## config.mk

```make
export PLATFORM = sky130hd
export DESIGN_NAME = se_conv_sequencer
export DESIGN_NICKNAME = d
export VERILOG_FILES = /design/src/rtl/se_conv_sequencer.sv
export SDC_FILE = /design/constraint.sdc
export NUM_CORES = 1
export LEC_CHECK = 0
export CAP_MARGIN = 20
export CORE_UTILIZATION = 27
export DETAILED_ROUTE_END_ITERATION = 8
export GPL_ROUTABILITY_DRIVEN = 0
export GPL_TIMING_DRIVEN = 0
export PLACE_DENSITY = 0.57
export REMOVE_ABC_BUFFERS = 1
export SYNTH_ARGS = -nofsm -noshare
export SYNTH_HDL_FRONTEND = slang
export SYNTH_SLANG_ARGS = --single-unit
```

## constraint.sdc

```tcl
create_clock -name i_clk -period 7.8 [get_ports i_clk]
set_clock_uncertainty 0.05 [all_clocks]
set_input_delay 1.56 -clock i_clk [delete_from_list [all_inputs] [get_ports i_clk]]
set_output_delay 1.56 -clock i_clk [all_outputs]
set_load 0.005 [all_outputs]
```

## src/rtl/se_conv_sequencer.sv

```systemverilog
// Sequencer for one serial pointwise Conv2D inside the SE layer: weight load, pixel feed, result FIFO.
// Optional watchdog and ERR state enabled by defining SEQ_TIMEOUT_EN.
module se_conv_sequencer #(
   parameter int DATA_WIDTH     = 16,
   parameter int IN_CHANNELS    = 2,
   parameter int OUT_CHANNELS   = 1,
   parameter int SETTLE_CYCLES  = 2,
   parameter int FIFO_DEPTH     = 4,
   parameter int TIMEOUT_CYCLES = 64,
   localparam int K  = IN_CHANNELS * OUT_CHANNELS,
   localparam int AW = (K > 1) ? $clog2(K) : 1
) (
   input  logic                  i_clk,
   input  logic                  i_rst,
   input  logic                  i_start,
   input  logic [15:0]           i_num_pixels,
   output logic                  o_busy,
   output logic                  o_done,
   output logic                  o_err,
   output logic                  o_w_rd_en,
   output logic [AW-1:0]         o_w_addr,
   input  logic [DATA_WIDTH-1:0] i_w_rdata,
   input  logic [DATA_WIDTH-1:0] i_s_data,
   input  logic                  i_s_valid,
   output logic                  o_s_ready,
   output logic                  o_conv_load_kernel,
   output logic                  o_conv_in_valid,
   output logic [DATA_WIDTH-1:0] o_conv_in_data,
   input  logic [DATA_WIDTH-1:0] i_conv_out_data,
   input  logic                  i_conv_out_valid,
   output logic [DATA_WIDTH-1:0] o_m_data,
   output logic                  o_m_valid,
   input  logic                  i_m_ready
);
   localparam int LW = $clog2(K + 1);
   localparam int SW = (SETTLE_CYCLES > 1) ? $clog2(SETTLE_CYCLES) : 1;
   localparam int IW = $clog2(IN_CHANNELS + 1);
   localparam int OW = $clog2(OUT_CHANNELS + 1);
   localparam int PW = (FIFO_DEPTH > 1) ? $clog2(FIFO_DEPTH) : 1;
   localparam int CW = $clog2(FIFO_DEPTH + 1);

   localparam logic [2:0] S_IDLE     = 3'd0;
   localparam logic [2:0] S_LOAD_W   = 3'd1;
   localparam logic [2:0] S_SETTLE   = 3'd2;
   localparam logic [2:0] S_FEED     = 3'd3;
   localparam logic [2:0] S_WAIT_OUT = 3'd4;
   localparam logic [2:0] S_DONE     = 3'd5;
`ifdef SEQ_TIMEOUT_EN
   localparam logic [2:0] S_ERR      = 3'd6;
   localparam int         WW         = (TIMEOUT_CYCLES > 1) ? $clog2(TIMEOUT_CYCLES) : 1;
   logic [WW-1:0]         r_wd_cnt;
`endif

   logic [2:0]            r_state;
   logic [15:0]           r_num_pixels;
   logic [15:0]           r_pix_cnt;
   logic [LW-1:0]         r_ld_cnt;
   logic [SW-1:0]         r_settle_cnt;
   logic [IW-1:0]         r_in_cnt;
   logic [OW-1:0]         r_out_cnt;
   logic                  r_err;
   logic                  r_w_rd_en;
   logic [AW-1:0]         r_w_addr;
   logic                  r_load;
   logic                  r_in_valid;
   logic [DATA_WIDTH-1:0] r_in_data;

   logic [DATA_WIDTH-1:0] r_mem [FIFO_DEPTH];
   logic [PW-1:0]         r_wr_ptr;
   logic [PW-1:0]         r_rd_ptr;
   logic [CW-1:0]         r_count;

   logic w_accept_state;
   logic w_pop;
   logic w_full;
   logic w_push;
   logic w_drop;
   logic w_handshake;
   int   w_free;

   assign w_accept_state = (r_state == S_FEED) || (r_state == S_WAIT_OUT);
   assign w_pop          = (r_count != '0) && i_m_ready;
   assign w_full         = (int'(r_count) == FIFO_DEPTH);
   assign w_push         = i_conv_out_valid && w_accept_state && (!w_full || w_pop);
   assign w_drop         = i_conv_out_valid && !(w_accept_state && (!w_full || w_pop));
   assign w_free         = FIFO_DEPTH - int'(r_count) + (w_pop ? 1 : 0);
   assign w_handshake    = i_s_valid && o_s_ready;

   assign o_busy             = (r_state != S_IDLE);
   assign o_done             = (r_state == S_DONE);
   assign o_err              = r_err;
   assign o_w_rd_en          = r_w_rd_en;
   assign o_w_addr           = r_w_addr;
   assign o_s_ready          = (r_state == S_FEED) && (int'(r_in_cnt) < IN_CHANNELS);
   assign o_conv_load_kernel = r_load;
   assign o_conv_in_valid    = r_in_valid;
   // ROM data arrives one cycle after the read, so load beats forward it straight through.
   assign o_conv_in_data     = r_load ? i_w_rdata : r_in_data;
   assign o_m_data           = r_mem[r_rd_ptr];
   assign o_m_valid          = (r_count != '0);

   always_ff @(posedge i_clk or negedge i_rst) begin
      if (!i_rst) begin
         r_wr_ptr <= '0;
         r_rd_ptr <= '0;
         r_count  <= '0;
         for (int i = 0; i < FIFO_DEPTH; i++) r_mem[i] <= '0;
      end else begin
         if (w_push) begin
            r_mem[r_wr_ptr] <= i_conv_out_data;
            r_wr_ptr <= (int'(r_wr_ptr) == FIFO_DEPTH - 1) ? '0 : r_wr_ptr + 1'b1;
         end
         if (w_pop) r_rd_ptr <= (int'(r_rd_ptr) == FIFO_DEPTH - 1) ? '0 : r_rd_ptr + 1'b1;
         r_count <= r_count + CW'(w_push) - CW'(w_pop);
      end
   end

   always_ff @(posedge i_clk or negedge i_rst) begin
      if (!i_rst) begin
         r_state      <= S_IDLE;
         r_num_pixels <= '0;
         r_pix_cnt    <= '0;
         r_ld_cnt     <= '0;
         r_settle_cnt <= '0;
         r_in_cnt     <= '0;
         r_out_cnt    <= '0;
         r_err        <= 1'b0;
         r_w_rd_en    <= 1'b0;
         r_w_addr     <= '0;
         r_load       <= 1'b0;
         r_in_valid   <= 1'b0;
         r_in_data    <= '0;
`ifdef SEQ_TIMEOUT_EN
         r_wd_cnt     <= '0;
`endif
      end else begin
         r_in_valid <= 1'b0;
         r_load     <= r_w_rd_en;
         if (w_drop) r_err <= 1'b1;
         if (w_accept_state && i_conv_out_valid && int'(r_out_cnt) < OUT_CHANNELS)
            r_out_cnt <= r_out_cnt + 1'b1;
         case (r_state)
            S_IDLE: begin
               if (i_start) begin
                  r_num_pixels <= i_num_pixels;
                  r_err        <= w_drop;
                  r_pix_cnt    <= '0;
                  r_in_cnt     <= '0;
                  r_out_cnt    <= '0;
                  if (i_num_pixels == 16'd0) begin
                     r_state <= S_DONE;
                  end else begin
                     r_state   <= S_LOAD_W;
                     r_w_rd_en <= 1'b1;
                     r_w_addr  <= '0;
                     r_ld_cnt  <= '0;
                  end
               end
            end
            S_LOAD_W: begin
               r_ld_cnt <= r_ld_cnt + 1'b1;
               if (int'(r_ld_cnt) + 1 < K) begin
                  r_w_rd_en <= 1'b1;
                  r_w_addr  <= AW'(int'(r_ld_cnt) + 1);
               end else begin
                  r_w_rd_en <= 1'b0;
                  r_w_addr  <= '0;
               end
               if (int'(r_ld_cnt) == K) begin
                  r_state      <= S_SETTLE;
                  r_settle_cnt <= '0;
               end
            end
            S_SETTLE: begin
               if (int'(r_settle_cnt) + 1 >= SETTLE_CYCLES) r_state <= S_FEED;
               else r_settle_cnt <= r_settle_cnt + 1'b1;
            end
            S_FEED: begin
               if (w_handshake) begin
                  r_in_valid <= 1'b1;
                  r_in_data  <= i_s_data;
                  r_in_cnt   <= r_in_cnt + 1'b1;
                  if (int'(r_in_cnt) + 1 == IN_CHANNELS) begin
                     r_state <= S_WAIT_OUT;
`ifdef SEQ_TIMEOUT_EN
                     r_wd_cnt <= '0;
`endif
                  end
               end
            end
            S_WAIT_OUT: begin
               if (int'(r_out_cnt) == OUT_CHANNELS) begin
                  if (({1'b0, r_pix_cnt} + 17'd1) < {1'b0, r_num_pixels}) begin
                     if (w_free >= OUT_CHANNELS) begin
                        r_pix_cnt <= r_pix_cnt + 16'd1;
                        r_in_cnt  <= '0;
                        r_out_cnt <= '0;
                        r_state   <= S_FEED;
                     end
                  end else begin
                     r_state <= S_DONE;
                  end
               end
`ifdef SEQ_TIMEOUT_EN
               // Only time the wait for conv results; FIFO backpressure stalls are legitimate.
               else if (i_conv_out_valid) r_wd_cnt <= '0;
               else if (int'(r_wd_cnt) == TIMEOUT_CYCLES - 1) begin
                  r_state <= S_ERR;
                  r_err   <= 1'b1;
               end else r_wd_cnt <= r_wd_cnt + 1'b1;
`endif
            end
            S_DONE: r_state <= S_IDLE;
`ifdef SEQ_TIMEOUT_EN
            S_ERR: r_state <= S_ERR;
`endif
            default: r_state <= S_IDLE;
         endcase
      end
   end
endmodule

```

-- Word level (Yosys, flattened, before mapping)
Cells that the tools add are included.
- logic and storage cells: 151
- output and inout bits: 41
- register bits: 133
- bits of input ports: 70
- bitwise operators: 2
- magnitude comparators: 9
- reductions and logical operators: 28
- muxes and demuxes: 56
- add/sub/neg operators: 15
- eq/ne operators: 21
- operators with widths (operator ; number):
    $mux 16 ; 8
    $bwmux 64 ; 1
    $bmux 16 s2 ; 1
    $demux 16 s2 ; 1
    $lt 32x3->1 const B ; 1
    $pmux 16 s2 ; 1
    $mux 3 ; 9
    $mux 1 ; 19
    $mux 2 ; 9
    $add 16x1->17 const B ; 1
    $lt 17x16->1 ; 1
    $add 16x1->16 const B ; 1
    $logic_not 16->1 ; 1
    $pmux 3 s5 ; 1
    $ne 2x2->1 const B ; 7
    $eq 3x2->1 const B ; 3
    $eq 3x3->1 const B ; 3
    $logic_and 1x1->1 ; 9
    $reduce_bool 3->1 ; 3
    $add 2x1->2 const B ; 4
    $pmux 1 s2 ; 4
    $reduce_and 7->1 ; 1
    $add 2x1->3 const B ; 2
    $ge 3x3->1 const B ; 2
    27 further kinds ; 38

-- Depth between registers and ports, before layout
Gate-level depths: netlist of the first run.
- depth in word-level cells: 9
- mapped depth: 14
- depth with buffers taken out: 13

-- Worst setup path before layout of the first run
No wires, ideal clock.
- kind: input-to-reg
- start: input port i_m_ready
- end: register r_pix_cnt[2]
- data required time: 7.671 ns
- path buffers: 1
- arrival time: 3.430 ns
- cell stages on the path: 11
- path slack: 4.241 ns
- setup time: 0.079 ns
- path through: nand2_1 > inv_1 > ha_1 > ha_1 > nand2b_1 > nor3b_1 > o211ai_1 > a41oi_1 > a2111oi_4 > buf_6 > mux2i_1
- word-level cells in the longest chain between the ends: 6
- RTL lines (item ; RTL line ; source):
    from (decl) ; 33 ; input logic i_m_ready
    $logic_and 1x1->1 ; 82 ; assign w_pop = (r_count != '0) && i_m_ready;
    net w_pop ; 74 ; logic w_pop;
    $mux 1 ; 86 ; assign w_free = FIFO_DEPTH - int'(r_count) + (w_pop ? 1 : 0);
    $add 4x2->5 ; 86 ;
    $ge 5x2->1 ; 194 ; if (w_free >= OUT_CHANNELS) begin
    $ne 2x1->1 (no line) ; -- ;
    $reduce_and 5->1 (no line) ; -- ;
    to (signal assigned) ; 195 ; r_pix_cnt <= r_pix_cnt + 16'd1;
    to (decl) ; 56 ; logic [15:0] r_pix_cnt;
The timed path passes the listed nets, and every way through them passes these cells.
A chain may end at the register's enable or synchronous reset.

-- Worst setup path in the final report of the first run
- start: input port i_m_ready
- end: register r_pix_cnt[10]
The elaborated chain is that of the path after synthesis.

==> impl_metrics.tcl, run 1 <==
set metrics [dict create \
    cp_slowest_stage_delay_ns 1.03 \
    nets 771 \
    cp_slowest_cell "a2111oi_4" \
    die_x_um 162 \
    ctsHoldBuffers 0 \
    layout.cell_area.non_filler_um2 8900 \
    synth_flop_cell "dfrtp_1" \
    start_util_pct 27.4 \
    dieArea_um2 26100 \
    yosysWarningCount 0 \
    grt-busiest-layer "met2" \
    rows 58 \
    hpwl_um 10200 \
    cellLeakagePower_nw 3.91 \
    final-setup-viol-count 0 \
    fillCellCount 2513 \
    cpMostUsedCell "ha_1" \
    critical_path_class "input pin to flip-flop" \
    ys_ff_latch 133 \
    worstPathArrival_ns 4.80 \
    antenna_found_initial 0 \
    cts_resized 0 \
    maxSlewViolCount 0 \
    die_y_um 162 \
    area_growth_syn_to_layout_pct 29.3 \
    synthArstFlopShare_pct 100 \
    layout_commonest_cell "dfrtp_1" \
    syn-cell-area_um2 6890 \
    peakVddDrop_mv 0.153 \
    cts_tree "done" \
    fin_util_pct 35.5 \
    crit_required_ns 8.08 \
    n_antenna_cell 0 \
    placedCellCount 980 \
    post-route-drc-count 0 \
    crit_chain "clkdlybuf4s50_1, nand2_1, inv_1, ha_1, ha_1, o21bai_1, a31o_2, o211ai_1, a41oi_1, a2111oi_4, mux2i_1" \
    dr_total_vias 4601 \
    cts-buffers-inserted 17 \
    seq_area_frac_synth_pct 48.3 \
    tns_ns 0 \
    regArea_um2 3330 \
    layout_common_cells "dfrtp_1 (133), clkdlybuf4s50_1 (109), mux2_2 (89)" \
    synth.distinct_cells 61 \
    status "complete, no violations" \
    drive_above_1_share_pct 23.0 \
    cp_max_fo 11 \
    portBuffers 110 \
    max_freq_mhz 221 \
    clk_pin_slew_worst_paths_ns 0.06 \
    wire_per_inst_um 14.7 \
    critPathCaptureType "flip-flop" \
    synth-edff-count 0 \
    postSynthAreaPerCell_um2 12.3 \
    grt_use_met1_pct 15.7 \
    worstMarginPinSlew_ns 1.02 \
    cp-start-kind "input pin" \
    h-tree-depth 4 \
    max_cap_violations 0 \
    ant_nets 0 \
    via_per_inst 4.55 \
    period_share_pct 58.0 \
    use_met3_pct 3.04 \
    clockRootBuffer "clkbuf_16" \
    grtUsageMet2_pct 20.0 \
    post_cts_buffers 0 \
    rsz0062_at_grt "false" \
    placed_cell_area_um2 8320 \
    wl_um 14900 \
    clk_path_buf_depth 2 \
    io_pins 111 \
    final_cells 1012 \
    drt_pass1_iterations 4 \
    grt_max_degree 85 \
    grt_pass1_wl_um 25000 \
    drtIter0Drc 156 \
    min_period_ns 4.52 \
    grt_pass1_vias 4839 \
    grt_use_total_pct 12.2 \
    cts_sinks 133 \
    insertion_delay_ns 0.42 \
    multi_input_area_um2 3260 \
    core_area_um2 25100 \
    syn_inst 562 \
    grt_overflow_total 0 \
    max_slew_margin_pct 31.8 \
    hold_viol_final 0 \
    p_per_area_nw_per_um2 364 \
    worstHoldPathType "flip-flop to flip-flop" \
    finalPower_mw 3.24 \
]
metrics by stage:
| step | setup slack, ns | hold WS [ns] |
|---|---|---|
| final | 3.28 | 0.370 |
| after global routing | 3.03 | 0.386 |
| after CTS | 3.22 | 0.381 |
| after detailed placement | 2.78 | 0.370 |
| after global placement | -0.675 | 0.351 |
| after floorplan | 3.77 | 0.346 |
logic make-up (layout without fill, tap and decap cells):
| kind of cell | after synthesis | count (layout) | share of synthesized area [%] |
|---|---|---|---|
| AOI/OAI and AO/OA | 77 | 77 | 7.90 |
| DFF | 133 | 133 | 48.3 |
| and+or+nand+nor | 116 | 116 | 9.00 |
| buffers and inverters | 66 | 186 | 4.40 |
| xor gates and xnor gates | 16 | 16 | 2.04 |
| muxes | 122 | 122 | 22.4 |
| adders and majority gates | 32 | 32 | 5.92 |
path summary, 6_finish.rpt:
check	start	to	slack [ns]	cells past startpoint
setup / recovery	i_m_ready	r_pix_cnt[10]	3.28	11
hold / removal	o_w_rd_en	o_conv_load_kernel	0.37	0
setup reg to reg	r_pix_cnt[0]	r_pix_cnt[10]	3.48	12
hold reg to reg	o_w_rd_en	o_conv_load_kernel	0.37	0
max in group asynchronous	i_rst	r_num_pixels[2]	5.88	2
min in group asynchronous	i_rst	r_mem[41]	1.03	1
critical path, delay by kind of cell:
kind / cells / cell delay (ns)
simple gates: 1 / 0.13
buf+inv: 2 / 0.63
fa+ha+maj: 2 / 0.37
compound gates: 5 / 1.82
mux: 1 / 0.29
metal layers:
| layer | routed length, um | vias to the layer above |
|---|---|---|
| met5 | 0 | - |
| met4 | 183 | 0 |
| met3 | 574 | 15 |
| met2 | 7250 | 84 |
| met1 | 6890 | 2271 |
| li1 | - | 2231 |
state kept, by name, summed over array words and instances (netlist names), 2 cells and up:
name / count
r_count: 3
r_in_cnt: 2
r_in_data: 16
r_ld_cnt: 2
r_mem: 64
r_num_pixels: 16
r_pix_cnt: 16
r_rd_ptr: 2
r_state: 3
r_wr_ptr: 2
area by class of cell:
class                      instances  area share [%]
timing repair buffer             113            13.1
sequential                       133            37.4
tap                              330            4.64
inverter                          41            1.73
multi-input combinational        363            36.6
clock buffer                      17            4.78
clock inverter                    15            1.83
power by group:
| part | internal [mW] | switching (mW) |
|---|---|---|
| Sequential | 0.984 | 0.212 |
| Clock | 0.453 | 0.345 |
| Combinational | 0.757 | 0.490 |
| Total | 2.19 | 1.05 |
synth_stat cells, types with 5 or more instances:
master | count | area [um^2]
ha_1 | 31 | 388
mux4_2 | 16 | 360
dfrtp_1 | 133 | 3330
nor3_1 | 9 | 45.0
o22a_1 | 8 | 70.1
mux2_2 | 89 | 1000
nand3_1 | 10 | 50.1
nor2_1 | 14 | 52.6
mux2_1 | 8 | 90.1
o21ai_0 | 31 | 155
inv_1 | 40 | 150
nor4_1 | 6 | 37.5
buf_2 | 5 | 25.0
a21oi_1 | 5 | 25.0
xor2_1 | 8 | 70.1
mux2i_1 | 9 | 90.1
and3_1 | 5 | 31.3
buf_6 | 6 | 67.6
xnor2_1 | 8 | 70.1
clkbuf_1 | 11 | 41.3
nand2_1 | 45 | 169
(Power assumes the default switching activity.)
==> run 2, diff against run 1 <==
==> constraint.sdc (replaced) <==
create_clock -name i_clk -period 4.5 [get_ports i_clk]
set_clock_uncertainty 0.05 [all_clocks]
set_input_delay 0.9 -clock i_clk [delete_from_list [all_inputs] [get_ports i_clk]]
set_output_delay 0.9 -clock i_clk [all_outputs]
set_load 0.005 [all_outputs]
==> impl_metrics.tcl, run 2 (synthesis results as in run 1) <==
set metrics [dict create \
    layout_commonest_cell "dfrtp_1" \
    finalPower_mw 5.64 \
    fin_util_pct 35.6 \
    clk_pin_slew_worst_paths_ns 0.06 \
    drtIter0Drc 145 \
    grt_pass1_wl_um 25000 \
    final-setup-viol-count 0 \
    dieArea_um2 26100 \
    grt_use_total_pct 12.2 \
    hpwl_um 10200 \
    fillCellCount 2510 \
    final_cells 1015 \
    via_per_inst 4.56 \
    cp_slowest_stage_delay_ns 0.46 \
    max_cap_violations 0 \
    cp_slowest_cell "a2111oi_4" \
    critical_path_class "flip-flop to flip-flop" \
    worstPathArrival_ns 4.15 \
    worstHoldPathType "input pin to asynchronous set/reset pin" \
    ctsHoldBuffers 0 \
    n_antenna_cell 0 \
    nets 774 \
    setup_ws_ns 0.636 \
    grt_max_degree 85 \
    ant_nets 0 \
    rsz0062_at_grt "false" \
    peakVddDrop_mv 0.266 \
    drt_pass1_iterations 4 \
    max_freq_mhz 259 \
    reg2reg_from "r_pix_cnt[0]" \
    r2r_end "r_pix_cnt[10]" \
    status "complete, no violations" \
    tns_ns 0 \
    antenna_found_initial 0 \
    critPathCaptureType "flip-flop" \
    cp-start-kind "flip-flop" \
    dr_total_vias 4627 \
    layout_common_cells "dfrtp_1 (133), clkdlybuf4s50_1 (109), mux2_2 (89)" \
    cts-buffers-inserted 17 \
    core_area_um2 25100 \
    post-route-drc-count 0 \
    h-tree-depth 4 \
    r2r_slack_ns 0.64 \
    maxSlewViolCount 0 \
    start_util_pct 27.4 \
    dp_slack_ns 0.124 \
    largest_reg_flops 64 \
    ff2ff_path_depth 13 \
    cp_max_fo 14 \
    min_period_ns 3.86 \
    wire_per_inst_um 14.7 \
    cpMostUsedCell "ha_1" \
    drive_above_1_share_pct 23.4 \
    wl_um 14900 \
    insertion_delay_ns 0.42 \
    p_per_area_nw_per_um2 631 \
    placedCellCount 980 \
    cellLeakagePower_nw 3.93 \
    period_share_pct 85.9 \
    grt_pass1_vias 4839 \
    crit_chain "ha_1, nand4_1, nor2_1, and3_1, nand3_1, xnor2_1, ha_1, o21a_1, a221oi_2, o221ai_2, a2111oi_4, buf_4, mux2i_1" \
    die_y_um 162 \
    io_pins 111 \
    crit_start "r_pix_cnt[0]" \
    clk_path_buf_depth 2 \
    max_slew_margin_pct 37.0 \
    crit_required_ns 4.79 \
    grt_overflow_total 0 \
    cts_tree "done" \
    cts_sinks 133 \
    regMostFlops "r_mem" \
    clockRootBuffer "clkbuf_16" \
    portBuffers 110 \
    rows 58 \
    area_growth_syn_to_layout_pct 29.7 \
    worstMarginPinSlew_ns 0.943 \
    hold_viol_final 0 \
    die_x_um 162 \
    crit_path_end "r_pix_cnt[10]" \
]
run 2: changes by cell type in the layout (fill, tap and decap cells not counted), sizes merged:
cell,delta
buf,+3
run 2: worst min path at each step:
| stage | depth (start not counted) | end | start | slack (ns) |
|---|---|---|---|---|
| floorplan | 0 | o_conv_load_kernel | o_w_rd_en | 0.35 |
| global placement | 0 | o_conv_load_kernel | o_w_rd_en | 0.35 |
| detailed placement | 0 | o_conv_load_kernel | o_w_rd_en | 0.37 |
| CTS | 1 | r_mem[39] | i_rst | 0.38 |
| global route | 1 | r_mem[41] | i_rst | 0.39 |
| finish | 1 | r_mem[41] | i_rst | 0.37 |
run 2: report_power, final:
| group | total, mW | internal (mW) | switching (mW) | leakage [nW] |
|---|---|---|---|---|
| sequential | 2.07 | 1.71 | 0.368 | 1.68 |
| combinational | 2.17 | 1.32 | 0.852 | 1.96 |
| clock | 1.39 | 0.786 | 0.601 | 0.283 |
run 2: layout make-up:
type / instances / area, um^2 / area share, %
Sequential cell: 133 / 3330 / 37.3
Multi-Input combinational cell: 363 / 3260 / 36.5
Timing Repair Buffer: 116 / 1190 / 13.3
Clock buffer: 17 / 425 / 4.77
Tap cell: 330 / 413 / 4.63
Clock inverter: 15 / 163 / 1.82
Inverter: 41 / 154 / 1.72
run 2: layer usage:
| metal | vias to the layer above | routed length, um | part of all wire (%) | track usage [%] |
|---|---|---|---|---|
| li1 | 2234 | - | - | - |
| met2 | 87 | 7240 | 49 | 20.0 |
| met5 | - | 0 | 0 | 0 |
| met4 | 0 | 200 | 1.3 | 4.46 |
| met3 | 16 | 578 | 3.9 | 3.04 |
| met1 | 2290 | 6900 | 46 | 15.7 |
run 2: stage by stage:
step                      area, um^2  hold slack, ns
final                           8930           0.369
after global routing            8930           0.386
after CTS                       8900           0.375
after detailed placement        8320           0.370
after global placement          8250           0.351
after floorplan                 6740           0.346
run 2: worst max-delay path, delay by kind of cell, from the launching register on:
family                   cells  cell delay [ns]
AND/OR/NAND/NOR              4             0.93
multiplexers                 1             0.21
AO/OA/AOI/OAI                4             1.21
flip-flops                   1             0.45
adder cells (fa/ha/maj)      2             0.54
buffers and inverters        1             0.22
XOR/XNOR                     1             0.16
run 2: repair_timing:
action,4_1_cts,5_1_grt
resized for setup,0,0
setup endpoints to repair,0,11
setup buffers,0,3
